### src/rtl/acc_shift_rs.sv
// -----------------------------------------------------------------------------
// acc_shift_rs -- multi-channel pipelined accumulator rescaler
//
// Takes CH signed DW-bit accumulator values per beat and, for every channel,
// arithmetic-right-shifts by the beat's shift amount (optionally rounding
// half toward +inf), then saturates the result to a signed OW-bit value.
// It sits between the MAC accumulator array and the output
// requantisation/writeback path. A saturation-event counter supports
// calibration of the shift amounts.
//
// Configuration macro:
//   ACC_SHIFT_RS_ROUND_EN  defined     : stage 1 adds 2^(sh-1) before the
//                                        shift (round-half-up), DW+1-bit path
//                          not defined : stage 1 is a pure arithmetic shift
//                                        (floor), DW-bit path
//   Pipeline depth, handshake and saturation behave the same either way.
//
// Ports:
//   clk        in   rising-edge clock
//   rst        in   synchronous active-high reset
//   m_valid    in   input beat valid
//   m_ready    out  block can accept a beat (combinational from s_ready)
//   m_data     in   CH*DW, channel i at [i*DW +: DW], signed
//   m_shift_n  in   SW, shift amount for all channels of the beat
//   s_valid    out  output beat valid (registered)
//   s_ready    in   downstream accepts
//   s_data     out  CH*OW, channel i at [i*OW +: OW], signed
//   s_sat      out  CH, per-channel saturation flag aligned with s_data
//   sat_clr    in   clears sat_cnt / sat_flag
//   sat_cnt    out  CW, saturated channel results transferred since clear
//                   (sticks at all-ones)
//   sat_flag   out  sticky: at least one saturation since clear
// -----------------------------------------------------------------------------
module acc_shift_rs #(
   parameter int CH = 2,
   parameter int DW = 22,
   parameter int OW = 16,
   parameter int SW = 3,
   parameter int CW = 16
) (
   input  logic                clk,
   input  logic                rst,
   input  logic                m_valid,
   output logic                m_ready,
   input  logic [CH*DW-1:0]    m_data,
   input  logic [SW-1:0]       m_shift_n,
   output logic                s_valid,
   input  logic                s_ready,
   output logic [CH*OW-1:0]    s_data,
   output logic [CH-1:0]       s_sat,
   input  logic                sat_clr,
   output logic [CW-1:0]       sat_cnt,
   output logic                sat_flag
);

   // Width of the shifted intermediate held between the two stages. The
   // rounding offset needs one extra bit so the addition cannot overflow.
`ifdef ACC_SHIFT_RS_ROUND_EN
   localparam int TW = DW + 1;
`else
   localparam int TW = DW;
`endif

   localparam int PW = $clog2(CH + 1);

   // Output range limits expressed at the intermediate width.
   localparam logic signed [TW-1:0] OMAX = {{(TW-OW+1){1'b0}}, {(OW-1){1'b1}}};
   localparam logic signed [TW-1:0] OMIN = {{(TW-OW+1){1'b1}}, {(OW-1){1'b0}}};

   // ---------------------------------------------------------------------
   // Arithmetic helpers
   // ---------------------------------------------------------------------

   // Shift one channel, adding half an LSB of the result first when
   // rounding is built in (so ties go toward +inf).
   function automatic logic signed [TW-1:0] shift_ch(
      input logic signed [DW-1:0] a,
      input logic        [SW-1:0] sh
   );
`ifdef ACC_SHIFT_RS_ROUND_EN
      logic signed [TW-1:0] ofs;
      logic signed [TW-1:0] r;
      ofs = '0;
      if (sh != '0) begin
         ofs = TW'(1) << (sh - 1'b1);
      end
      r = $signed({a[DW-1], a}) + ofs;
      return r >>> sh;
`else
      return a >>> sh;
`endif
   endfunction

   // Clamp a shifted value to the signed OW-bit range.
   function automatic logic [OW-1:0] sat_val(input logic signed [TW-1:0] t);
      if (t > OMAX) begin
         return OMAX[OW-1:0];
      end else if (t < OMIN) begin
         return OMIN[OW-1:0];
      end else begin
         return t[OW-1:0];
      end
   endfunction

   function automatic logic sat_hit(input logic signed [TW-1:0] t);
      return (t > OMAX) || (t < OMIN);
   endfunction

   function automatic logic [PW-1:0] popcnt(input logic [CH-1:0] f);
      logic [PW-1:0] p;
      p = '0;
      for (int i = 0; i < CH; i++) begin
         p = p + PW'(f[i]);
      end
      return p;
   endfunction

   // Counter increment that sticks at all-ones instead of wrapping.
   function automatic logic [CW-1:0] cnt_add(
      input logic [CW-1:0] c,
      input logic [PW-1:0] p
   );
      logic [CW:0] s;
      s = {1'b0, c} + (CW+1)'(p);
      return s[CW] ? {CW{1'b1}} : s[CW-1:0];
   endfunction

   // ---------------------------------------------------------------------
   // State
   // ---------------------------------------------------------------------
   logic                v_p1_q, v_p1_d;
   logic [CH*TW-1:0]    t_p1_q, t_p1_d;
   logic                v_p2_q, v_p2_d;
   logic [CH*OW-1:0]    dat_p2_q, dat_p2_d;
   logic [CH-1:0]       sat_p2_q, sat_p2_d;
   logic [CW-1:0]       sat_cnt_q, sat_cnt_d;
   logic                sat_flag_q, sat_flag_d;

   logic                ld_p1, ld_p2, acc, xfer;
   logic [PW-1:0]       pc_p2;

   // Stage 2 advances whenever its slot is empty or being drained; stage 1
   // advances whenever its slot is empty or moving into stage 2. This gives
   // full throughput and a ready that looks through both stages.
   assign ld_p2   = !v_p2_q || s_ready;
   assign ld_p1   = !v_p1_q || ld_p2;
   assign acc     = m_valid && ld_p1;
   assign xfer    = v_p2_q && s_ready;
   assign pc_p2   = popcnt(sat_p2_q);

   assign m_ready  = ld_p1;
   assign s_valid  = v_p2_q;
   assign s_data   = dat_p2_q;
   assign s_sat    = sat_p2_q;
   assign sat_cnt  = sat_cnt_q;
   assign sat_flag = sat_flag_q;

   // ---- stage 1: rounding offset + arithmetic shift ----
   always_comb begin
      v_p1_d = v_p1_q;
      t_p1_d = t_p1_q;
      if (ld_p1) begin
         v_p1_d = m_valid;
      end
      if (acc) begin
         for (int i = 0; i < CH; i++) begin
            t_p1_d[i*TW +: TW] = shift_ch(m_data[i*DW +: DW], m_shift_n);
         end
      end
   end

   // ---- stage 2: saturation to OW bits ----
   always_comb begin
      v_p2_d   = v_p2_q;
      dat_p2_d = dat_p2_q;
      sat_p2_d = sat_p2_q;
      if (ld_p2) begin
         v_p2_d = v_p1_q;
         if (v_p1_q) begin
            for (int i = 0; i < CH; i++) begin
               dat_p2_d[i*OW +: OW] = sat_val(t_p1_q[i*TW +: TW]);
               sat_p2_d[i]          = sat_hit(t_p1_q[i*TW +: TW]);
            end
         end
      end
   end

   // ---- saturation statistics on output transfers ----
   // A clear in the same cycle as a transfer still accounts for that
   // transfer, so no saturation event is lost across the clear.
   always_comb begin
      sat_cnt_d  = sat_cnt_q;
      sat_flag_d = sat_flag_q;
      if (sat_clr) begin
         sat_cnt_d  = xfer ? CW'(pc_p2) : '0;
         sat_flag_d = xfer && (pc_p2 != '0);
      end else if (xfer) begin
         sat_cnt_d  = cnt_add(sat_cnt_q, pc_p2);
         sat_flag_d = sat_flag_q || (pc_p2 != '0);
      end
   end

   always_ff @(posedge clk) begin
      if (rst) begin
         v_p1_q     <= 1'b0;
         t_p1_q     <= '0;
         v_p2_q     <= 1'b0;
         dat_p2_q   <= '0;
         sat_p2_q   <= '0;
         sat_cnt_q  <= '0;
         sat_flag_q <= 1'b0;
      end else begin
         v_p1_q     <= v_p1_d;
         t_p1_q     <= t_p1_d;
         v_p2_q     <= v_p2_d;
         dat_p2_q   <= dat_p2_d;
         sat_p2_q   <= sat_p2_d;
         sat_cnt_q  <= sat_cnt_d;
         sat_flag_q <= sat_flag_d;
      end
   end

endmodule

### config.mk
export PLATFORM = sky130hd
export DESIGN_NAME = acc_shift_rs
export DESIGN_NICKNAME = d
export VERILOG_FILES = /design/src/rtl/acc_shift_rs.sv
export SDC_FILE = /design/constraint.sdc
export NUM_CORES = 1
export LEC_CHECK = 0
export BUFFER_PORTS_ARGS = -buffer_cell sky130_fd_sc_hd__clkbuf_2
export CORE_ASPECT_RATIO = 0.8
export CORE_MARGIN = 4
export CORE_UTILIZATION = 25
export CTS_CLUSTER_DIAMETER = 50
export DETAILED_ROUTE_END_ITERATION = 10
export RECOVER_POWER = 50
export SETUP_SLACK_MARGIN = 0.4
export SLEW_MARGIN = 20
export SYNTH_ARGS = -nofsm -noshare
export SYNTH_HDL_FRONTEND = slang
export SYNTH_SLANG_ARGS = --single-unit
### constraint.sdc
create_clock -name clk -period 2.4 [get_ports clk]
set_input_delay 0.24 -clock clk [delete_from_list [all_inputs] [get_ports clk]]
set_output_delay 0.24 -clock clk [all_outputs]
set_load 0.02 [all_outputs]
==> impl_results.md, run 1 <==
- Antenna violations before repair: 1
- Footprint of the multi-input gates: 3270 sq um
- Synth Cell Area: 5380 sq um
- Power per standard cell area: slightly above 600 nW/um^2
- Most common cell after layout, fill and taps aside: dfxtp_1
- Worst-path clk slew: 0.08 ns
- Layout cells sized above 1: 0.259
- CP required: 2.67 ns
- Crit path from: s_sat[1]
- Share of flip-flops with an asynchronous set or reset: 0
- Sequential fraction of the synthesis area: 0.361
- HP Start: m_data[43]
- Total clock sinks: 97
- Yosys top cell by area: dfxtp_1
- DRT Pass-1 Iters: 4
- Post-synth EDFFs: 0
- Final setup violating endpoints: 0
- Chip height: 139 um
- Longest Clk Path Bufs: 2
- Final hold vios: 0
- ANT cells: 0
- Critical Path Sink Type: flip-flop
- Sequential cell area: 1950 sq um
- PortBufs: 104
- Iter 0 DRT Violations: 240
- Post-Route Skew: about 0.016 ns
- H-tree levels: 3
- Nature of the critical path startpoint: flip-flop
- I/O Pins: 105
- Vias in the first global route: 4636
- RSZ-0062 raised after global routing: yes
- Cell Rows: 47
- ANT nets after route: 0
- Outcome: complete, no violations
- Max-Cap Viols: 0
- Headroom to the max-slew limit: 0.369
- Peak VDD IR: around 0.32 mV
- Vias: around 4800
- CP max FO: 3
- Dominant synthesized flop cell: dfxtp_1
- Leak pwr: 2.51 nW
- Setup_tns: 0 ns
- Gr usage total: 0.125
- HPWL Detailed: roughly 11000 um
- CTS tree: done
- Max Freq: 456 MHz
- Syn Nets: ~650
- Max-slew violation count: 0
- CP Class: flip-flop to flip-flop
- Hold Crit Class: primary input to flip-flop
- Fill count: 2254
- Worst slew pin tran: 0.946 ns
- NumNets Final: 742
- DRC: 0
- DIE WIDTH: between 150 and 200 um
- Syn_area_per_cell: around 9 sq um
- Num CTS Buffers: 9
- Total core area: 20900 sq um
- Tcrit/Tclk final: 0.915
- Routed WL: 14900 um
- Pin count of the biggest net entering global routing: 67
- Routed wire per std cell: 15.5 um
- Cell Chain, Critical Path: inv_4 > ha_4 > ha_4 > inv_2 > fa_2 > nand4b_1 > buf_4 > nor4_4 > buf_4 > o21ai_1 > a22oi_1
- Final GP Congestion: 0.829
- Area growth from synthesis to layout: 22.5%
- First-pass GRT wire length: 24400 um
- Grt ovf: 0
- Top post-synthesis cells by area: dfxtp_1 (36%), mux4_2 (13%), nor2_1 (6.3%)
- FF-to-FF Start: s_sat[1]
- PnR Total Power: 4.00 mW
- Worst Hold Depth: 3
- Top-area cell type share of the netlist area: 0.361
- Max incr delay on CP: 0.37 ns
- Reg2Reg Depth: 11
- Yosys warns: 0
- CTS Root Cell: clkbuf_16
- Most frequent cells in the layout: dfxtp_1 (95), nor2_1 (88), nand2_1 (59)
- Slowest-stage cell, CP: dfxtp_4
- Initial Utilization: 0.257
- Clock Latency Late Sink: approximately 0.36 ns
- Critical path arrival: ~2.5 ns
- Min Tclk post-route: 2.20 ns
- Die ar.: around 24000 sq um
- Gate Count Post-Synth: about 590
- #FFs+latches synth: between 90 and 100
- Via density per instance: between 4 and 5
- Yosys cell types: 54
## cell families after synthesis
logic type,share of synthesized area
adder cells (fa/ha/maj),0.0130
AND/OR/NAND/NOR,0.183
multiplexers,0.232
AO/OA/AOI/OAI,0.158
buffers and inverters,0.0531
flip-flops,0.361
## path summary, 6_finish.rpt
check                to  slack, ns
min          t_p1_q[43]       0.19
min reg2reg  s_data[13]       0.45
max reg2reg  sat_cnt[1]       0.20
max          sat_cnt[1]       0.20
## critical path: cells and delay by family, from the launching register on
family | cells | cell delay (ns)
buf+inv | 4 | 0.43
simple gates | 2 | 0.39
flops | 1 | 0.37
fa+ha+maj | 3 | 0.71
compound gates | 2 | 0.21
## where the power goes
group | switching, mW | total, mW | internal (mW) | leakage [nW]
logic | 0.430 | 0.764 | 0.334 | 1.56
clock network | 0.714 | 1.46 | 0.743 | 0.150
registers | 0.0634 | 1.78 | 1.71 | 0.798
## per-stage QoR
step | utilization | instances | setup slack [ns] | instance area, sq um | hold WS, ns
after floorplan | - | 588 | 0.231 | 5420 | 0.376
after global placement | 0.297 | 933 | 0.196 | 6210 | 0.442
after detailed placement | 0.297 | 933 | 0.147 | 6210 | 0.444
after CTS | 0.316 | 957 | 0.246 | 6620 | 0.178
after global routing | 0.314 | 959 | 0.0836 | 6580 | 0.196
final | 0.314 | 959 | 0.205 | 6580 | 0.186
## repair_timing
item,in CTS,in global routing
pin swaps,2,0
setup endpoints to repair,16,16
resized for setup,11,5
buffers inserted,8,2
hold buffers,0,0
## sequential cells by signal (all words and copies together), names as in the netlist
| signal | cells |
|---|---|
| s_valid | 1 |
| sat_cnt | 16 |
| s_data | 32 |
| s_sat | 2 |
| sat_flag | 1 |
| t_p1_q | 44 |
| v_p1_q | 1 |
## layer usage
metal / vias up / share of wire / GRT usage
li1: 2346 / - / -
met1: 2278 / 0.51 / 0.182
met2: 112 / 0.43 / 0.184
met3: 12 / 0.056 / 0.0365
met4: 2 / 0.0083 / 0.0261
met5: - / 0.00080 / 0
## cell type report
type                       instances  share of cell area
multi-input combinational        434               0.496
sequential                        97               0.296
timing repair buffer             130               0.102
tap                              269              0.0511
clock buffer                       9              0.0342
clock inverter                     7              0.0124
inverter                          13             0.00779
## synthesized netlist by cell type (2+ instances only)
cell type  instances
ha_1               4
a311oi_1           5
dfxtp_1           97
nor4_1             6
mux4_2            32
mux2_2            22
a21oi_1           45
a2111oi_4          2
o311a_1            5
o21ai_0           34
a21o_1             2
nor2_1            90
buf_2             13
nand2_1           60
nand3_1            6
mux2i_1           16
nand2b_1           6
nor3_1            36
a211oi_1          14
buf_4              4
o211a_1            5
a41oi_1            2
nor2b_1            2
clkbuf_2           2
a31oi_1            5
nand4_1            3
inv_1             12
a221oi_1           2
or3_1              2
mux2_4             7
o21ai_1            2
buf_1              5
clkbuf_1          15
buf_6              5
(Power assumes the default switching activity.)
==> inputs of run 2 (changes only) <==
Settings changed: BUFFER_PORTS_ARGS -buffer_cell sky130_fd_sc_hd__clkbuf_2 to not set, DONT_BUFFER_PORTS set to 1, RECOVER_POWER 50 to 25.
==> run 2 against run 1 <==
  * Clock skew barely moved
  * Critical endpoint is now sat_cnt[0]
  * Die area did not move
  * Non-clock buffer count fell by 97
  * Worst hold slack got worse by 0.17 ns
  * Clock-buffer cell count did not move
  * Combinational power fell by 23%
  * Sequential share of layout area rose by 1.8 points
  * Setup slack got worse by 0.035 ns
  * Cell area fell by 5.8%
  * Flip-flop and latch count did not move
==> impl_results.md, run 2 (synthesis results as in run 1) <==
- Outcome: complete, no violations
- Tcrit/Tclk final: 0.929
- Nature of the critical path startpoint: flip-flop
- Num CTS Buffers: 9
- Worst slew pin tran: 0.986 ns
- Cell Rows: 47
- Most frequent cells in the layout: dfxtp_1 (95), nor2_1 (89), nand2_1 (59)
- First-pass GRT wire length: between 20000 and 25000 um
- CP Depth: 11
- Power per standard cell area: 627 nW/um^2
- Vias: ~4400
- NumNets Final: between 600 and 700
- Initial Utilization: 0.257
- Routed wire per std cell: 17.8 um
- ANT cells: 0
- Routed WL: 15300 um
- Dpl cells: 835
- Pin count of the biggest net entering global routing: 85
- DIE WIDTH: 172 um
- ANT nets after route: 0
- Final GP Congestion: slightly below 0.9
- Clock Latency Late Sink: 0.36 ns
- Fill count: ~2200
- HPWL Detailed: around 11000 um
- Grt ovf: 0
- Max Freq: 448 MHz
- Crit-path leading delay family: adder cells
- Critical path arrival: around 2.5 ns
- Chip height: 139 um
- Total clock sinks: 97
- Die ar.: 23900 sq um
- Layout cells sized above 1: 0.218
- Vias in the first global route: 4344
- Via density per instance: 5.15
- PortBufs: 0
- Final hold vios: 0
- Headroom to the max-slew limit: 0.341
- CTS Root Cell: clkbuf_16
- DRT Pass-1 Iters: 4
- Worst-path clk slew: 0.08 ns
- Slowest-stage cell, CP: dfxtp_4
- Max-slew violation count: 0
- Iter 0 DRT Violations: about 330
- Peak VDD IR: 0.361 mV
- CP Class: flip-flop to flip-flop
- RSZ-0062 raised after global routing: yes
- Reg2Reg Depth: 11
- Max-Cap Viols: 0
- Reg with most FFs: t_p1_q
- Max reg flops: 44
- Setup_tns: 0 ns
- CP required: ~2.7 ns
- Final Cell Area: 6200 sq um
- Critical Path Sink Type: flip-flop
- Longest Clk Path Bufs: 2
- Post-Route Skew: 0.0159 ns
- Total core area: 20900 sq um
- CP max FO: 4
- Most common cell after layout, fill and taps aside: dfxtp_1
- Crit path buf inv count: 4
- Worst Hold Depth: 2
- Antenna violations before repair: 0
- Leak pwr: 2.26 nW
- Final setup violating endpoints: 0
- I/O Pins: 105
- Gr usage total: 0.126
- PnR Total Power: 3.89 mW
- Hold Crit Class: primary input to flip-flop
- CTS tree: done
- DRC: 0
- Post-DP Area: 5710 sq um
- Min Tclk post-route: 2.23 ns
- H-tree levels: 3
- Post-Layout Cell Count: roughly 860
- Area growth from synthesis to layout: 15.3%
- Max incr delay on CP: between 0.3 and 0.4 ns
- Cell Chain, Critical Path: inv_4 > ha_4 > ha_4 > inv_2 > fa_2 > nand4b_1 > buf_4 > nor4_4 > buf_4 > o31ai_1 > a21oi_1
run 2: changes by cell type in the layout (fill, tap and decap cells not counted), sizes merged:
cell	change
dlygate4sd3	+4
buf	+1
clkbuf	-102
run 2: area by class of cell:
class / count / area, sq um / area share
multi-input cells: 434 / 3270 / 0.528
flip-flops and latches: 97 / 1950 / 0.314
inverters: 13 / 51.3 / 0.00827
clock inverters: 7 / 81.3 / 0.0131
well taps: 269 / 337 / 0.0543
clock buffers: 9 / 225 / 0.0363
repair buffers: 33 / 283 / 0.0456
run 2: per-layer routing:
| metal | vias up | wire [um] | track usage |
|---|---|---|---|
| li1 | 2151 | - | - |
| met1 | 2146 | 7350 | 0.178 |
| met2 | 130 | 6500 | 0.180 |
| met3 | 12 | 1340 | 0.0490 |
| met4 | 0 | 146 | 0.0314 |
| met5 | - | 0 | 0 |
run 2: worst paths after layout:
path,startpoint,end,slack [ns]
max reg2reg,s_sat[1],sat_cnt[0],0.17
min,m_data[43],t_p1_q[43],0.02
min reg2reg,t_p1_q[16],t_p1_q[16],0.49
max,s_sat[1],sat_cnt[0],0.17
run 2: timing repair:
action | 4_1_cts | 5_1_grt
pin swaps | 1 | 7
hold buffers | 3 | 2
setup buffers | 1 | 5
gates resized for setup | 5 | 13
endpoints found under the setup margin | 16 | 16
gates cloned | 0 | 0
hold endpoints to repair | 81 | 57
run 2: power by group:
part	internal (mW)	total, mW	switching, mW
logic	0.297	0.589	0.293
registers	1.71	1.83	0.122
clock network	0.743	1.46	0.719
run 2: stage by stage:
stage          hold slack (ns)  worst slack [ns]  utilization
2_1_floorplan            0.376             0.231            -
3_3_place_gp             0.320             0.235        0.273
3_5_place_dp             0.324             0.149        0.273
4_1_cts                -0.0596             0.191        0.290
5_1_grt                 0.0184            0.0645        0.296
6_report                0.0181             0.170        0.296
==> inputs of run 3 (changes only) <==
Settings changed: CORE_UTILIZATION 25 to 40.
==> run 3 against run 2 <==
  * Final cell count fell by 12%
  * Cell area fell by 2.9%
  * First-iteration DRC count fell by 1.5%
  * Sequential power barely moved
  * Clock skew fell by 0.0093 ns
  * Register-to-register slack improved by 0.05 ns
  * Flip-flop and latch count did not move
  * Die area fell by 36%
  * Worst hold slack improved by 0.012 ns
  * Via count fell by 1.6%
  * Critical endpoint is now sat_cnt[9]
  * Largest cell class unchanged
  * Largest power group unchanged
  * Highest routed layer unchanged
==> impl_results.md, run 3 (synthesis results as in run 1) <==
- Outcome: complete, no violations
- Total clock sinks: 97
- Longest Clk Path Bufs: 2
- CTS tree: done
- Leak pwr: 2.21 nW
- Reg with most FFs: t_p1_q
- Clock Latency Late Sink: 0.34 ns
- Fill count: roughly 1200
- Layout cells sized above 1: 0.219
- CP required: 2.66 ns
- Pin count of the biggest net entering global routing: 82
- Hold Crit Endpoint: t_p1_q[21]
- Post-Route Skew: 0.00655 ns
- Max Freq: approximately 460 MHz
- Cell Rows: 37
- Max reg flops: 44
- CP max FO: 6
- Gr usage total: 0.182
- DIE WIDTH: 138 um
- Routed wire per std cell: between 15 and 20 um
- Post-Layout Cell Count: 759
- DRT Pass-1 Iters: 6
- Power per standard cell area: 662 nW/um^2
- Headroom to the max-slew limit: 0.579
- Reg-to-reg slack, setup: 0.22 ns
- Chip height: approximately 110 um
- Sequential cell area: ~1900 sq um
- ANT nets after route: 0
- Max incr delay on CP: between 0.3 and 0.4 ns
- Min Tclk post-route: about 2.2 ns
- PortBufs: 0
- Footprint of the multi-input gates: 3260 sq um
- Tcrit/Tclk final: 0.907
- Antenna violations before repair: 0
- Max-Cap Viols: 0
- Worst-path clk slew: roughly 0.07 ns
- Slowest-stage cell, CP: dfxtp_4
- Total core area: around 13000 sq um
- Area growth from synthesis to layout: 12.0%
- PnR Total Power: 3.99 mW
- Final GP Congestion: 0.898
- DRC: 0
- CP Class: flip-flop to flip-flop
- Die ar.: 15400 sq um
- Most common cell after layout, fill and taps aside: dfxtp_1
- FF-to-FF Start: s_sat[0]
- Worst slew pin tran: 0.631 ns
- Max-slew violation count: 0
- Routed WL: approximately 14000 um
- Via density per instance: 5.75
- Critical Path Sink Type: flip-flop
- H-tree levels: 3
- R2R Path End: sat_cnt[9]
- Hold Crit Class: primary input to flip-flop
- Most frequent cells in the layout: dfxtp_1 (95), nor2_1 (89), nand2_1 (59)
- Cell Chain, Critical Path: inv_4 > ha_4 > ha_4 > inv_2 > fa_2 > nand4b_1 > buf_4 > nor4_1 > nor3_1 > a211oi_1
- Vias: around 4400
- Vias in the first global route: roughly 4300
- Initial Utilization: 0.413
- First-pass GRT wire length: 22400 um
- Peak VDD IR: 0.438 mV
- HP Start: m_data[21]
- Most frequent CP cell: ha_4
- Setup_tns: 0 ns
- Dpl cells: 735
- Iter 0 DRT Violations: 324
- RSZ-0062 raised after global routing: yes
- NumNets Final: around 640
- Worst Hold Depth: 2
- Num CTS Buffers: 9
- Grt ovf: 0
- Final hold vios: 0
- I/O Pins: 105
- ANT cells: 0
- Final setup violating endpoints: 0
- Reg2Reg Depth: 10
- Critical path arrival: 2.43 ns
- CTS Root Cell: clkbuf_16
- HPWL Detailed: 9830 um
- Nature of the critical path startpoint: flip-flop
## run 3: cell types whose count changed in the layout (fill, tap and decap cells not counted), moves of 2 or more
cell,previous run,this run
clkinvlp_4,0,2
nor3_2,1,3
clkinv_4,2,0
buf_6,2,0
dlygate4sd3_1,4,0
bufinv_16,0,2
inv_8,2,0
clkinv_8,2,0
clkbuf_1,4,1
## run 3: power breakdown
part	switching (mW)	leakage (nW)	internal [mW]
sequential	0.116	0.798	1.71
combinational	0.291	1.25	0.296
clock	0.626	0.155	0.943
## run 3: metal layers
metal	track usage	share of wire	routed length, um
met4	0.0372	0.0086	118
met5	0	0	0
met1	0.256	0.44	6090
met2	0.262	0.43	5920
met3	0.0768	0.11	1570
## run 3: per-stage QoR
step / hold WS [ns] / utilization / setup slack (ns) / area (sq um)
3_5_place_dp: 0.331 / 0.426 / 0.169 / 5550
3_3_place_gp: 0.325 / 0.426 / 0.227 / 5550
6_report: 0.0299 / 0.463 / 0.224 / 6020
2_1_floorplan: 0.376 / - / 0.231 / 5420
5_1_grt: 0.0245 / 0.463 / 0.0685 / 6020
4_1_cts: 0.0110 / 0.460 / 0.251 / 5980
## run 3: layout make-up
| class | instances | share of cell area |
|---|---|---|
| tap | 175 | 0.0364 |
| clock buffer | 10 | 0.0397 |
| sequential | 97 | 0.324 |
| timing repair buffer | 24 | 0.0347 |
| multi-input combinational | 434 | 0.542 |
| clock inverter | 6 | 0.0148 |
| inverter | 13 | 0.00894 |
## run 3: worst max-delay path by stage
stage | start | slack [ns] | cells after the start | endpoint
after CTS | s_sat[1] | 0.25 | 11 | sat_cnt[1]
after floorplan | s_sat[0] | 0.23 | 9 | sat_cnt[6]
after detailed placement | s_sat[1] | 0.17 | 10 | sat_cnt[6]
after global routing | s_sat[1] | 0.07 | 11 | sat_cnt[0]
after global placement | s_sat[0] | 0.23 | 10 | sat_cnt[7]
final | s_sat[0] | 0.22 | 10 | sat_cnt[9]
## run 3: repair_timing
| action | CTS | global route |
|---|---|---|
| gates resized for setup | 11 | 4 |
| pin swaps | 5 | 2 |
| endpoints found under the hold margin | 81 | 0 |
| buffers inserted | 4 | 3 |
| hold buffers | 1 | 0 |
| endpoints found under the setup margin | 16 | 16 |
## run 3: critical path, delay by kind of cell, from the launching register on
family,cells,cell delay (ns)
adder cells (fa/ha/maj),3,0.72
flip-flops,1,0.36
AND/OR/NAND/NOR,3,0.52
AO/OA/AOI/OAI,1,0.21
buffers and inverters,3,0.29
